## src/rtl/qs_isort.sv

```systemverilog
// qs_isort: packet insertion sorter.
//
// Words of one packet (SOP..EOP) are inserted one per cycle into a register
// array that stays sorted by the direction latched on the SOP beat. Equal
// words keep their arrival order. Once the EOP beat is in, the array is
// streamed out through a registered valid/ready output stage. Words arriving
// after the array is full are dropped and flagged on the last output beat.
//
// Ports
//   clk        clock, rising edge
//   rst        synchronous active-high reset
//   in_vld     input beat valid
//   in_sop     first beat of packet
//   in_eop     last beat of packet
//   in_dir     sort direction, 0 ascending / 1 descending (SOP beat only)
//   in_dat     unsigned input word
//   in_rdy     input ready (low while draining)
//   out_rdy    downstream ready
//   out_vld_r  output beat valid
//   out_sop_r  output first beat
//   out_eop_r  output last beat
//   out_err_r  overflow flag, only on the last beat
//   out_dat_r  sorted output word
//
// state | meaning
// ------+-----------------------------------------------------------
// IDLE  | waiting for an SOP beat; non-SOP beats are dropped
// FILL  | inserting beats of the current packet into the array
// DRAIN | streaming entries 0..cnt-1 out; input held off
module qs_isort #(
  parameter int W = 32,
  parameter int N = 16
) (
  input  logic         clk,
  input  logic         rst,
  input  logic         in_vld,
  input  logic         in_sop,
  input  logic         in_eop,
  input  logic         in_dir,
  input  logic [W-1:0] in_dat,
  output logic         in_rdy,
  input  logic         out_rdy,
  output logic         out_vld_r,
  output logic         out_sop_r,
  output logic         out_eop_r,
  output logic         out_err_r,
  output logic [W-1:0] out_dat_r
);

  localparam int CW = $clog2(N + 1);

  typedef enum logic [1:0] {IDLE, FILL, DRAIN} state_t;

  state_t         state_q, state_d;
  logic [W-1:0]   arr_q   [N];
  logic [W-1:0]   arr_ins [N];
  logic [CW-1:0]  cnt_q;
  logic [CW-1:0]  rd_idx_q;
  logic           dir_q;
  logic           err_q;

  logic           acc;
  logic           start;
  logic           full;
  logic           ins;
  logic           ovf;
  logic           load;
  logic           last_pop;
  logic           rd_last;
  logic [N-1:0]   gt;
  logic [W-1:0]   rd_word;

  assign in_rdy   = (state_q != DRAIN);
  assign acc      = in_vld && in_rdy;
  assign start    = acc && in_sop;
  assign full     = (cnt_q == CW'(N));
  assign ins      = acc && !in_sop && (state_q == FILL) && !full;
  assign ovf      = acc && !in_sop && (state_q == FILL) && full;
  assign load     = (state_q == DRAIN) && (!out_vld_r || out_rdy) && (rd_idx_q < cnt_q);
  assign last_pop = out_vld_r && out_rdy && out_eop_r;
  assign rd_last  = (rd_idx_q == (cnt_q - CW'(1)));

  always_comb begin
    state_d = state_q;
    unique case (state_q)
      IDLE:    if (start) state_d = in_eop ? DRAIN : FILL;
      FILL:    if (acc && in_eop) state_d = DRAIN;
      DRAIN:   if (last_pop && !load) state_d = IDLE;
      default: state_d = IDLE;
    endcase
  end

  // gt[i]: the new word belongs in front of occupied entry i. Because the
  // array is sorted these flags form a suffix of the occupied range, so each
  // slot either keeps its word, takes its left neighbour, or takes the new
  // word. The strict compare puts a new word behind any equal entries.
  always_comb begin
    for (int i = 0; i < N; i++) begin
      gt[i] = (CW'(i) < cnt_q) &&
              (dir_q ? (in_dat > arr_q[i]) : (in_dat < arr_q[i]));
    end
    arr_ins[0] = (gt[0] || (cnt_q == '0)) ? in_dat : arr_q[0];
    for (int i = 1; i < N; i++) begin
      if (gt[i-1])
        arr_ins[i] = arr_q[i-1];
      else if (gt[i] || (CW'(i) == cnt_q))
        arr_ins[i] = in_dat;
      else
        arr_ins[i] = arr_q[i];
    end
  end

  always_comb begin
    rd_word = '0;
    for (int i = 0; i < N; i++) begin
      if (rd_idx_q == CW'(i)) rd_word = arr_q[i];
    end
  end

  always_ff @(posedge clk) begin
    if (rst) begin
      state_q <= IDLE;
    end else begin
      state_q <= state_d;
    end
  end

  always_ff @(posedge clk) begin
    if (rst) begin
      for (int i = 0; i < N; i++) arr_q[i] <= '0;
      cnt_q     <= '0;
      rd_idx_q  <= '0;
      dir_q     <= 1'b0;
      err_q     <= 1'b0;
      out_vld_r <= 1'b0;
      out_sop_r <= 1'b0;
      out_eop_r <= 1'b0;
      out_err_r <= 1'b0;
      out_dat_r <= '0;
    end else begin
      if (start) begin
        for (int i = 1; i < N; i++) arr_q[i] <= '0;
        arr_q[0] <= in_dat;
        cnt_q    <= CW'(1);
        rd_idx_q <= '0;
        dir_q    <= in_dir;
        err_q    <= 1'b0;
      end else if (ins) begin
        for (int i = 0; i < N; i++) arr_q[i] <= arr_ins[i];
        cnt_q <= cnt_q + CW'(1);
      end else if (ovf) begin
        err_q <= 1'b1;
      end

      if (load) begin
        out_vld_r <= 1'b1;
        out_dat_r <= rd_word;
        out_sop_r <= (rd_idx_q == '0);
        out_eop_r <= rd_last;
        out_err_r <= rd_last && err_q;
        rd_idx_q  <= rd_idx_q + CW'(1);
      end else if (out_vld_r && out_rdy) begin
        out_vld_r <= 1'b0;
        out_sop_r <= 1'b0;
        out_eop_r <= 1'b0;
        out_err_r <= 1'b0;
      end
    end
  end

endmodule
```

## config.mk

```make
export PLATFORM = sky130hd
export DESIGN_NAME = qs_isort
export DESIGN_NICKNAME = d
export VERILOG_FILES = /design/src/rtl/qs_isort.sv
export SDC_FILE = /design/constraint.sdc
export NUM_CORES = 2
export LEC_CHECK = 0
export BUFFER_PORTS_ARGS = -buffer_cell sky130_fd_sc_hd__buf_2
export CORE_MARGIN = 2
export CORE_UTILIZATION = 50
export DETAILED_ROUTE_END_ITERATION = 8
export PLACE_DENSITY = 0.66
export SLEW_MARGIN = 5
export SYNTH_ARGS = -nofsm -noshare
export SYNTH_HDL_FRONTEND = slang
export SYNTH_SLANG_ARGS = --single-unit
```

## constraint.sdc

```tcl
create_clock -name clk -period 7.96 [get_ports clk]
set_clock_uncertainty 0.15 [all_clocks]
set_input_delay 0.398 -clock clk [delete_from_list [all_inputs] [get_ports clk]]
set_output_delay 0.398 -clock clk [all_outputs]
set_load 0.02 [all_outputs]
```

# Yosys cells after proc, flatten, opt, wreduce, memory -nomap -nowiden
# Memory sizes are Yosys's and may differ from the RTL's.
# Cells that the tools add are included.
[word_totals]
reg_bits = 50
ramBits = 512
inputBits = 39
wordCells = 312
n_memories = 1
[memory_table]
columns = ["memory", "depth", "width", "read_ports", "rd_ports_with_merged_regs", "write_ports", "line_no", "source"]
rows = [
  ["arr_q", 16, 32, 16, 0, 16, "55", "logic [W-1:0] arr_q [N];"],
]
[op_classes]
add_sub_neg = 3
magnitude_cmp = 49
eq_ne = 38
n_mux = 118
n_bitwise = 33
n_reduce_logical = 59
[op_table]
columns = ["op", "n"]
rows = [
  ["2-to-1 mux 32 bit", 79],
  ["> comparator 32 bit", 16],
  ["less-than comparator 32 bit", 16],
  ["equality test 4 x 5 -> 1 bit (first input constant)", 8],
  ["equality test 5 x 4 -> 1 bit (second input constant)", 8],
  ["less-than comparator 4 x 5 -> 1 bit (first input constant)", 8],
  ["2-to-1 mux 1 bit", 32],
  ["bitwise OR 1 bit", 32],
  ["logical AND 1 bit", 29],
  ["equality test 3 x 5 -> 1 bit (first input constant)", 4],
  ["equality test 5 x 3 -> 1 bit (second input constant)", 4],
  ["less-than comparator 3 x 5 -> 1 bit (first input constant)", 4],
  ["logical OR 1 bit", 17],
  ["adder 5 x 1 -> 5 bit (second input constant)", 2],
  ["equality test 2 x 5 -> 1 bit (first input constant)", 2],
  ["equality test 5 x 2 -> 1 bit (second input constant)", 2],
  ["zero test 5 bit", 2],
  ["less-than comparator 1 x 5 -> 1 bit (first input constant)", 2],
  ["less-than comparator 2 x 5 -> 1 bit (first input constant)", 2],
  ["2-to-1 mux 5 bit", 2],
  ["2-to-1 mux 2 bit", 4],
  ["case mux 2 bit (3 select lines)", 1],
  ["nonzero test 2 bit", 3],
  ["equality test 1 x 5 -> 1 bit (first input constant)", 1],
  ["15 further kinds", 20],
]

# Longest topological paths before layout
[depth]
word_depth = 17
ltp_mapped = 13

# Least setup slack after synthesis
# Ideal clock, no wire load.
[synth_path]
path_kind = "input to register"
start = "input in_dat[0]"
end = "memory arr_q[0][0] (enable)"
setup_ps = 466
arrival_ps = 4710
t_required_ps = 7344
path_slack_ps = 2634
stages = 12
cell_sequence = "inv_1 -> ha_1 -> nor2b_1 -> o21bai_1 -> a21boi_0 -> o21ai_0 -> a211oi_1 -> nor4_1 -> mux2i_1 -> nand2_1 -> clkbuf_1 -> o21ai_0"
[synth_lines]
columns = ["item", "line_no", "source"]
rows = [
  ["from (decl)", "40", "input logic [W-1:0] in_dat,"],
  ["to (decl)", "55", ""],
]

==> metrics.md <==
| Metric | Value |
|---|---|
| Max Root-Sink Buffers | 3 |
| Hold_sp | in_dat[18] |
| R2r endpoint | arr_q[1][248] |
| Drt initial violations | 4853 |
| Global-route wire length before repair | 234000 um |
| Via density | 6.51 |
| Tightest Hold Check Type | input pin to register |
| Global-route met3 utilization | 0.0761 |
| Yosys top cell by area | edfxtp_1 |
| Fin nets | 5379 |
| Relative slew slack | 0.156 |
| Fin crit share | 0.696 |
| Primary FF master, synth | edfxtp_1 |
| H-tree depth | 3 |
| Final Max Tran Viols | 0 |
| DR DRC count | 0 |
| CTS tree | done |
| Net Sw Frac | 0.282 |
| R2r worst-path depth | 11 |
| Clock group share of total power | 0.439 |
| #FFs+latches synth | 562 |
| Antenna-violating nets left | 0 |
| Hold path cells | 2 |
| Post-Route WL | 158000 um |
| TritonCTS buffer count | 70 |
| P per Cell Area | 168 mW/mm^2 |
| Placed wire-length estimate | 114000 um |
| GR peak layer | met2 |
| R2R setup slack | 2.42 ns |
| Seq/Total Area, Yosys | 0.341 |
| Post-synth EDFFs | 320 |
| Internal power | 0.00562 W |
| Postcts setup bufs | 0 |
| GR Util All Layers | 0.356 |
| WP data required | 8.05 ns |
| Crit Path Category | register to register |
| Comb pwr share | 0.141 |
| Setup_tns | 0 ns |
| Fmax | 0.181 GHz |
| Die H | 295 um |
| Area growth, synth to finish | 9.81% |
| Post-Syn Area | 0.0424 mm^2 |
| MaxCap Viol Count | 0 |
| GR Overflow Total | 0 |
| TritonRoute pass-1 iters | 6 |
| Worst Hold End | arr_q[0][178] |
| Setup WS pre-CTS | 2.20 ns |
| Avg Cell Area, Syn | 8.72 um^2 |
| CTS root buf | clkbuf_16 |
| Most instantiated cells after synthesis | ha_1, inv_1, nor2_1 |
| Mapped Nets | 5427 |
| Buffers added on ports | 75 |
| Final setup fails | 0 |
| Vias | 39.1k |
| Worst R2R Start | arr_q[1][218] |
| Yosys top cell area share | 0.227 |
| Sw Pwr | 0.00220 W |
| Ys Warns | 0 |
| Vias in the first global route | 36.7k |
| Largest net degree at the start of global routing | 139 |
| Die width | 295 um |
| CTS Hold Bufs | 6 |
| IO Count | 76 |
| Setup ws final | 2.42 ns |
| Resized cells post-CTS | 0 |
| Share of cells above drive strength 1 | 0.0719 |
| Initial antenna violation count | 2 |
| M2 GR Usage | 0.536 |
| WP data arrival | 5.63 ns |
| RePlAce Congestion | 1.00 |
| Sequential cell fraction of total power | 0.420 |
| Pleak | 18.1 nW |
| Area contributors post-synth | edfxtp_1, ha_1, dfxtp_1, mux2i_1, inv_1 |
| Row cnt | 106 |
| RSZ-0062 raised after global routing | false |
| Reg clk slew, reported paths | 0.06 ns |
| Async S/R FF share, synth | 0 |
| Worst-Skew Late Latency | 0.64 ns |
| Worst setup SP type | register |
| Status | complete, no violations |
| Core Footprint | 0.0838 mm^2 |
| Most common cell in the netlist | ha_1 |
| Starting Density | 0.506 |
| Met1 GRT Util | 0.484 |
| Least-Margin Pin Slew | 1.25 ns |
| PnR Total Power | 0.00782 W |
| Hold Vio Cnt, Final | 0 |
| Worst vdd ir | 0.170 mV |
| Critical Path End Type | register |
| DR WL/cell | 26.2 um |
| # clock sinks | 562 |
| Tmin final | 5.54 ns |
| Die area | 0.0871 mm^2 |
| Crit path max fanout | 32 |
| Synth Instances | 4861 |
| Synth unique cells | 80 |
## kinds of logic (layout without fill, tap and decap cells)
group	after synthesis	after routing	synth area share
adders and majority gates	527	527	0.156
and+or+nand+nor	1355	1355	0.145
other	0	1	0
muxes	349	349	0.0829
buffers and inverters	838	848	0.0760
DFF	562	562	0.341
xor gates and xnor gates	9	9	0.00186
AOI/OAI and AO/OA	1221	1221	0.198
## power by group through the flow
stage	registers (W)	clock network [W]	logic (W)
3_5_place_dp	0.00334	0	0.00106
6_report	0.00329	0.00343	0.00110
5_1_grt	0.00329	0.00353	0.00121
2_1_floorplan	0.00331	0	0.000679
4_1_cts	0.00328	0.00344	0.00107
3_3_place_gp	0.00334	0	0.00104
## worst max-delay path, cell delays in order (launching register included)
cell and delay [ns]:
edfxtp_1 0.43, inv_1 0.07, ha_1 0.29, nand4_1 0.17, nor4_1 0.99, nand4_1 0.34, a211oi_1 0.74, a211oi_1 0.22
a31oi_1 0.24, o21a_2 0.36, nor2_1 0.12, a21oi_4 0.96
## cell type report
class                   instances  area [um^2]
fillers                      7702        37300
flip-flops and latches        562        14500
diodes                          1         2.50
repair buffers                192         1280
well taps                    1134         1420
clock inverters                22          292
inverters                     526         1970
clock buffers                 108         2120
multi-input cells            3461        25000
## cell usage in the layout, fill, tap and decap left out, types with 58 or more instances in the layout
| cell type | n |
|---|---|
| a21o_1 | 88 |
| a21oi_1 | 339 |
| buf_2 | 75 |
| buf_4 | 110 |
| clkbuf_16 | 76 |
| dfxtp_1 | 242 |
| edfxtp_1 | 320 |
| ha_1 | 526 |
| inv_1 | 524 |
| mux2i_1 | 329 |
| nand2_1 | 394 |
| nand3_1 | 179 |
| nand4_1 | 84 |
| nor2_1 | 440 |
| nor2b_1 | 65 |
| nor3_1 | 79 |
| o211ai_1 | 58 |
| o21ai_0 | 155 |
| o221ai_1 | 58 |
| o31ai_1 | 73 |
## state kept, by name, indices dropped and copies added, names as in the netlist
name,cells
arr_q,512
cnt_q,5
dir_q,1
err_q,1
out_dat_r,32
out_eop_r,1
out_err_r,1
out_sop_r,1
out_vld_r,1
rd_idx_q,5
state_q,2
## worst max-delay path by stage
stage                        startpoint  slack, ns  cells after the start             to
after global placement       in_dat[27]       2.26                     11  arr_q[1][251]
after CTS                 arr_q[1][218]       2.74                     11  arr_q[1][234]
after global routing      arr_q[1][218]       2.23                     11  arr_q[1][237]
after floorplan               in_dat[0]       2.63                     12    arr_q[0][0]
after detailed placement     in_dat[27]       2.20                     11  arr_q[1][248]
final                     arr_q[1][218]       2.42                     11  arr_q[1][248]
## through the flow
step           hold WS [ns]  cells  cell area [um^2]   util
4_1_cts              0.0297   6005             46600  0.555
3_5_place_dp          0.293   5869             44100  0.526
2_1_floorplan         0.275   4861             42400      -
6_report             0.0433   6006             46600  0.555
3_3_place_gp          0.288   5869             44100  0.526
5_1_grt              0.0514   6005             46600  0.555
## metal layers
layer / vias up / routed length [um]
met1: 18700 / 64600
met5: - / 9
li1: 17700 / -
met3: 481 / 16800
met4: 2 / 9020
met2: 2196 / 67100
No activity file was read; power rests on OpenSTA's default activity.
